<file path="src/rtl/posit_norm_adjust_p.sv">
// posit_norm_adjust_p: normalises a posit mantissa product and applies the matching saturating scale correction.
// Define NORM_LZC_EN to do the whole left shift in one cycle with a leading-zero count instead of STEP/1 steps.
module posit_norm_adjust_p #(
  parameter int MANT_W = 64,
  parameter int SCALE_W = 10,
  parameter int ES = 3,
  parameter int STEP = 4
) (
  input  logic                      clk,
  input  logic                      reset,
  input  logic                      start,
  input  logic [SCALE_W-1:0]        scale_in,
  input  logic [MANT_W-1:0]         mant_in,
  output logic                      busy,
  output logic                      done,
  output logic [MANT_W-1:0]         mant_adj,
  output logic [SCALE_W-1:0]        scale_out,
  output logic [$clog2(MANT_W):0]   shift_amt,
  output logic                      sticky,
  output logic                      rshift,
  output logic                      zero,
  output logic                      sat,
  output logic [ES-1:0]             adj_exp,
  output logic [SCALE_W-ES-2:0]     adj_regime,
  output logic                      exp_sign
);
  localparam int SHW = $clog2(MANT_W) + 1;
  localparam int WW = SCALE_W + SHW + 1;
  localparam logic signed [WW-1:0] SMAX = WW'((1 << (SCALE_W - 1)) - 1);
  localparam logic signed [WW-1:0] SMIN = ~SMAX;
  typedef enum logic [1:0] {IDLE, SHIFT, DONE} state_t;
  state_t state, state_n;
  logic [MANT_W-1:0] work, work_n;
  logic [SHW-1:0] lsh;
  logic signed [WW-1:0] delta, wide;
  logic signed [SCALE_W-1:0] scale_s;
  logic [SCALE_W-1:0] scale_n;
  logic ovf;
`ifdef NORM_LZC_EN
  logic [SHW-1:0] lz;
  // Highest set bit below the overflow position wins, giving its distance to MANT_W-2.
  always_comb begin
    lz = '0;
    for (int i = 0; i < MANT_W - 1; i++) if (work[i]) lz = SHW'(MANT_W - 2 - i);
  end
`endif
  always_comb begin
    state_n = state;
    work_n = work;
    delta = '0;
    lsh = '0;
    case (state)
      IDLE: state_n = start ? SHIFT : IDLE;
      SHIFT:
        if (work == '0 || work[MANT_W-1] || work[MANT_W-2]) begin
          state_n = DONE;
          work_n = work[MANT_W-1] ? work >> 1 : work;
          delta = work[MANT_W-1] ? WW'(1) : '0;
        end else begin
`ifdef NORM_LZC_EN
          lsh = lz;
          state_n = DONE;
`else
          lsh = (work[MANT_W-2 -: STEP] == '0) ? SHW'(STEP) : SHW'(1);
`endif
          work_n = work << lsh;
          delta = -WW'(lsh);
        end
      DONE: state_n = IDLE;
      default: state_n = IDLE;
    endcase
  end
  assign scale_s = signed'(scale_out);
  assign wide = WW'(scale_s) + delta;
  assign ovf = wide > SMAX || wide < SMIN;
  assign scale_n = wide > SMAX ? SMAX[SCALE_W-1:0] : wide < SMIN ? SMIN[SCALE_W-1:0] : wide[SCALE_W-1:0];
  always_ff @(posedge clk) begin
    if (!reset) begin
      state <= IDLE;
      work <= '0;
      mant_adj <= '0;
      scale_out <= '0;
      shift_amt <= '0;
      sticky <= 1'b0;
      rshift <= 1'b0;
      zero <= 1'b0;
      sat <= 1'b0;
    end else begin
      state <= state_n;
      if (state == IDLE && start) begin
        work <= mant_in;
        scale_out <= scale_in;
        shift_amt <= '0;
        sticky <= 1'b0;
        rshift <= 1'b0;
        zero <= 1'b0;
        sat <= 1'b0;
      end else if (state == SHIFT) begin
        work <= work_n;
        scale_out <= scale_n;
        shift_amt <= shift_amt + lsh;
        sat <= sat | ovf;
        zero <= work == '0;
        if (work[MANT_W-1]) begin
          sticky <= work[0];
          rshift <= 1'b1;
        end
        // Publish the result as DONE is entered so it is valid alongside the done pulse.
        if (state_n == DONE) mant_adj <= work_n;
      end
    end
  end
  assign busy = state == SHIFT;
  assign done = state == DONE;
  assign adj_exp = scale_out[ES-1:0];
  assign adj_regime = scale_out[SCALE_W-2:ES];
  assign exp_sign = scale_out[SCALE_W-1];
endmodule

</file>
<file path="config.mk">
export PLATFORM = sky130hd
export DESIGN_NAME = posit_norm_adjust_p
export DESIGN_NICKNAME = d
export VERILOG_FILES = /design/src/rtl/posit_norm_adjust_p.sv
export SDC_FILE = /design/constraint.sdc
export NUM_CORES = 1
export LEC_CHECK = 0
export CORE_MARGIN = 2
export CORE_UTILIZATION = 55
export CTS_CLUSTER_SIZE = 16
export DETAILED_ROUTE_END_ITERATION = 6
export PLACE_DENSITY = 0.83
export SLEW_MARGIN = 10
export SYNTH_ARGS = -nofsm -noshare
export SYNTH_HDL_FRONTEND = slang
export SYNTH_SLANG_ARGS = --single-unit
</file>
<file path="constraint.sdc">
create_clock -name clk -period 8.3 [get_ports clk]
set_input_delay 1.245 -clock clk [delete_from_list [all_inputs] [get_ports clk]]
set_output_delay 1.245 -clock clk [all_outputs]
set_load 0.05 [all_outputs]
</file>
==> results.md <==
* Outcome: completed
* Clock Path Buffers at 2
* Initial DRC count at about 900
* Syn nets at 967
* Synth warnings at 0
* Prevailing post-synth register cell: dfxtp_1
* Most Crowded Layer GR: met2
* Final Slew Violations at 0
* Final Critical Period at 4.46 ns
* Initial antenna violation count at 0
* Critical Path Most Common Cell: ha_1
* CTS tree: done
* Die W at approximately 120 um
* Commonest non-fill, non-tap cell in the layout: clkdlybuf4s50_1
* Flops & latches, synth at between 150 and 200
* Clock latency on the worst-skew pair at about 0.43 ns
* CTS resizes at 0
* IO buf count at between 150 and 200
* Clk pin slew, worst setup/hold paths at about 0.060 ns
* Syn Area/Cell at 9.15 um^2
* Routing usage on met1 at approximately two fifths
* Post-synth EDFFs at 0
* # IOs at around 170
* Via-to-Cell Ratio at between 6 and 7
* Mapped Area at around 8000 um^2
* Antenna Cells at 0
* Post-layout util at between 70 and 80%
* Met2 Track Usage GR at 43.2%
* Root buffer cell: clkbuf_16
* Post-CTS Hold Fix Bufs at 0
* Startpoint Class: flip-flop
* Crit path largest cell delay at 0.94 ns
* Vias in the first global route at between 6k and 7k
* Core area at 14,400 um^2
* Max Cap Viol at 0
* CP arrival at 4.76 ns
* Layout cells sized above 1 at 6.67%
* Finish-stage setup viols at 0
* Worst-margin pin slew at ~1.1 ns
* Crit path capture type: flip-flop
* Final HPWL DP at 14.6 mm
* Die ar. at 15,600 um^2
* Max Clk Rate at 224 MHz
* CP max stage cell: and2_2
* Peak VDD IR at roughly 0.00017 V
* Worst Path Required at about 8.6 ns
* Grt total ovfl at 0
* Final net count at between 1k and 1.5k
* CP max FO at between 50 and 60
* Initial Utilization at 55.7%
* Pin count of the biggest net entering global routing at ~120
* Wire per inst at between 15 and 20 um
* Final hold vios at 0
* Worst min path class: flip-flop to flip-flop
* Kind of critical path: flip-flop to flip-flop
* CTS H-tree lvls at 4
* Worst slew margin at a little under a quarter
* Met3 Usage GRT at ~5.7%
* Clock Skews at ~0.008 ns
* Asr flop ratio synth at 0%
* First-pass detailed-route iteration total at 6
* Pwr per Cell Area at 232 nW/um^2
* Antenna Nets Post-Route at 0
* Setup Buffers After CTS at 0
* Cell count after synthesis at ~880
* Cts bufs inserted at 17
* Gr usage total at 28.0%
* Fin crit share at about 54%
* RSZ-0062 raised after global routing: false
* Rows at between 40 and 50
* Final WL at between 20 and 25 mm
* Die height at between 100 and 150 um
* Seq/Total Area, Yosys at 37.6%
* Clk sinks at between 150 and 200
* Via Count at between 7k and 8k
* Setup TNS at 0 ns
* Crit path cell chain: nand2b_1, inv_1, and2_2, or2_2, ha_1, ha_1, a21oi_1, o31ai_1, a2111oi_2, o31a_1, or2_1, a32o_1, o21bai_1
* Synth cell types at 60
* First-pass GRT wire length at approximately 36 mm
* Gpl congestion at 0.873
* DRC at 0
* P&R area growth vs syn at 28.4%
* Commonest non-fill, non-tap cells in the layout: clkdlybuf4s50_1 (172), dfxtp_1 (150), mux2i_1 (123)
* Lkg Pwr at approximately 3.7 nW
==> power breakdown <==
group          internal [mW]  switching (mW)  leakage [nW]  total [mW]
logic                  0.269           0.402          2.16       0.671
registers              0.783          0.0831          1.23       0.866
clock network          0.549           0.311         0.316       0.860
total                   1.60           0.796          3.71        2.40
==> logic make-up (layout without fill, tap and decap cells) <==
family | after synthesis | after routing | share of synthesized area (%)
XOR/XNOR | 14 | 14 | 1.53
AND/OR/NAND/NOR | 179 | 179 | 10.3
adder cells (fa/ha/maj) | 12 | 12 | 1.87
multiplexers | 128 | 128 | 16.0
flip-flops | 151 | 151 | 37.6
AO/OA/AOI/OAI | 301 | 301 | 27.1
buffers and inverters | 93 | 220 | 5.56
==> area by class of cell <==
class,count,area [um^2]
multi-input combinational,634,4590
fill,1136,4100
sequential,151,3030
timing repair buffer,182,1790
clock buffer,20,457
tap,184,230
clock inverter,12,198
inverter,6,22.5
==> stage by stage <==
step                hold slack, ns  instances  power [mW]  setup slack (ns)  cell area, um^2
floorplan                    0.519        878        1.35              4.42             8040
global placement             0.453       1157        1.53              4.06             9670
detailed placement           0.451       1157        1.54              3.92             9670
CTS                          0.467       1189        2.39              3.90            10300
global route                 0.491       1189        2.48              3.57            10300
finish                       0.463       1189        2.40              3.84            10300
==> state kept, by name, indices dropped and copies added (netlist names) <==
| register | cells |
|---|---|
| sticky | 1 |
| shift_amt | 7 |
| state | 2 |
| work | 64 |
| zero | 1 |
| sat | 1 |
| scale_out | 10 |
| mant_adj | 64 |
| rshift | 1 |
==> worst paths after layout <==
path / from / cells past startpoint / slack [ns] / endpoint
max: state[1]$_SDFF_PN0_ / 13 / 3.84 / scale_out[7]$_SDFFE_PN0P_
min: mant_adj[0]$_SDFFE_PN0P_ / 2 / 0.46 / mant_adj[0]$_SDFFE_PN0P_
max reg2reg: state[1]$_SDFF_PN0_ / 13 / 3.84 / scale_out[7]$_SDFFE_PN0P_
min reg2reg: mant_adj[0]$_SDFFE_PN0P_ / 2 / 0.46 / mant_adj[0]$_SDFFE_PN0P_
==> synth_stat cells, types with 5 or more instances <==
cell type | count | area, um^2
buf_2 | 15 | 75.1
xnor2_1 | 8 | 70.1
a222oi_1 | 12 | 120
nand2_1 | 31 | 116
inv_1 | 6 | 22.5
a22oi_1 | 54 | 405
mux2_2 | 5 | 56.3
o21a_1 | 7 | 52.6
a22o_1 | 48 | 420
a211oi_1 | 59 | 443
nor2_1 | 96 | 360
mux2i_1 | 123 | 1230
a21oi_1 | 26 | 130
buf_4 | 15 | 113
xor2_1 | 6 | 52.6
nor4_1 | 13 | 81.3
dfxtp_1 | 151 | 3020
o21ai_0 | 57 | 285
nand3_1 | 6 | 30.0
clkbuf_1 | 51 | 191
ha_1 | 12 | 150
==> routing by layer <==
layer  routed length [um]  part of all wire (%)  vias up
li1                     -                     -     3565
met1                10000                    44     3583
met2                10400                    46      340
met3                 1630                   7.2       42
met4                  454                   2.0        0
met5                    0                     0        -
==> worst max-delay path: cells and delay by family (launching register included) <==
| kind | cells | cell delay (ns) |
|---|---|---|
| fa+ha+maj | 2 | 0.39 |
| simple gates | 4 | 1.81 |
| compound gates | 6 | 1.20 |
| buf+inv | 1 | 0.58 |
| flops | 1 | 0.34 |
Power figures use the tool's default switching activity.
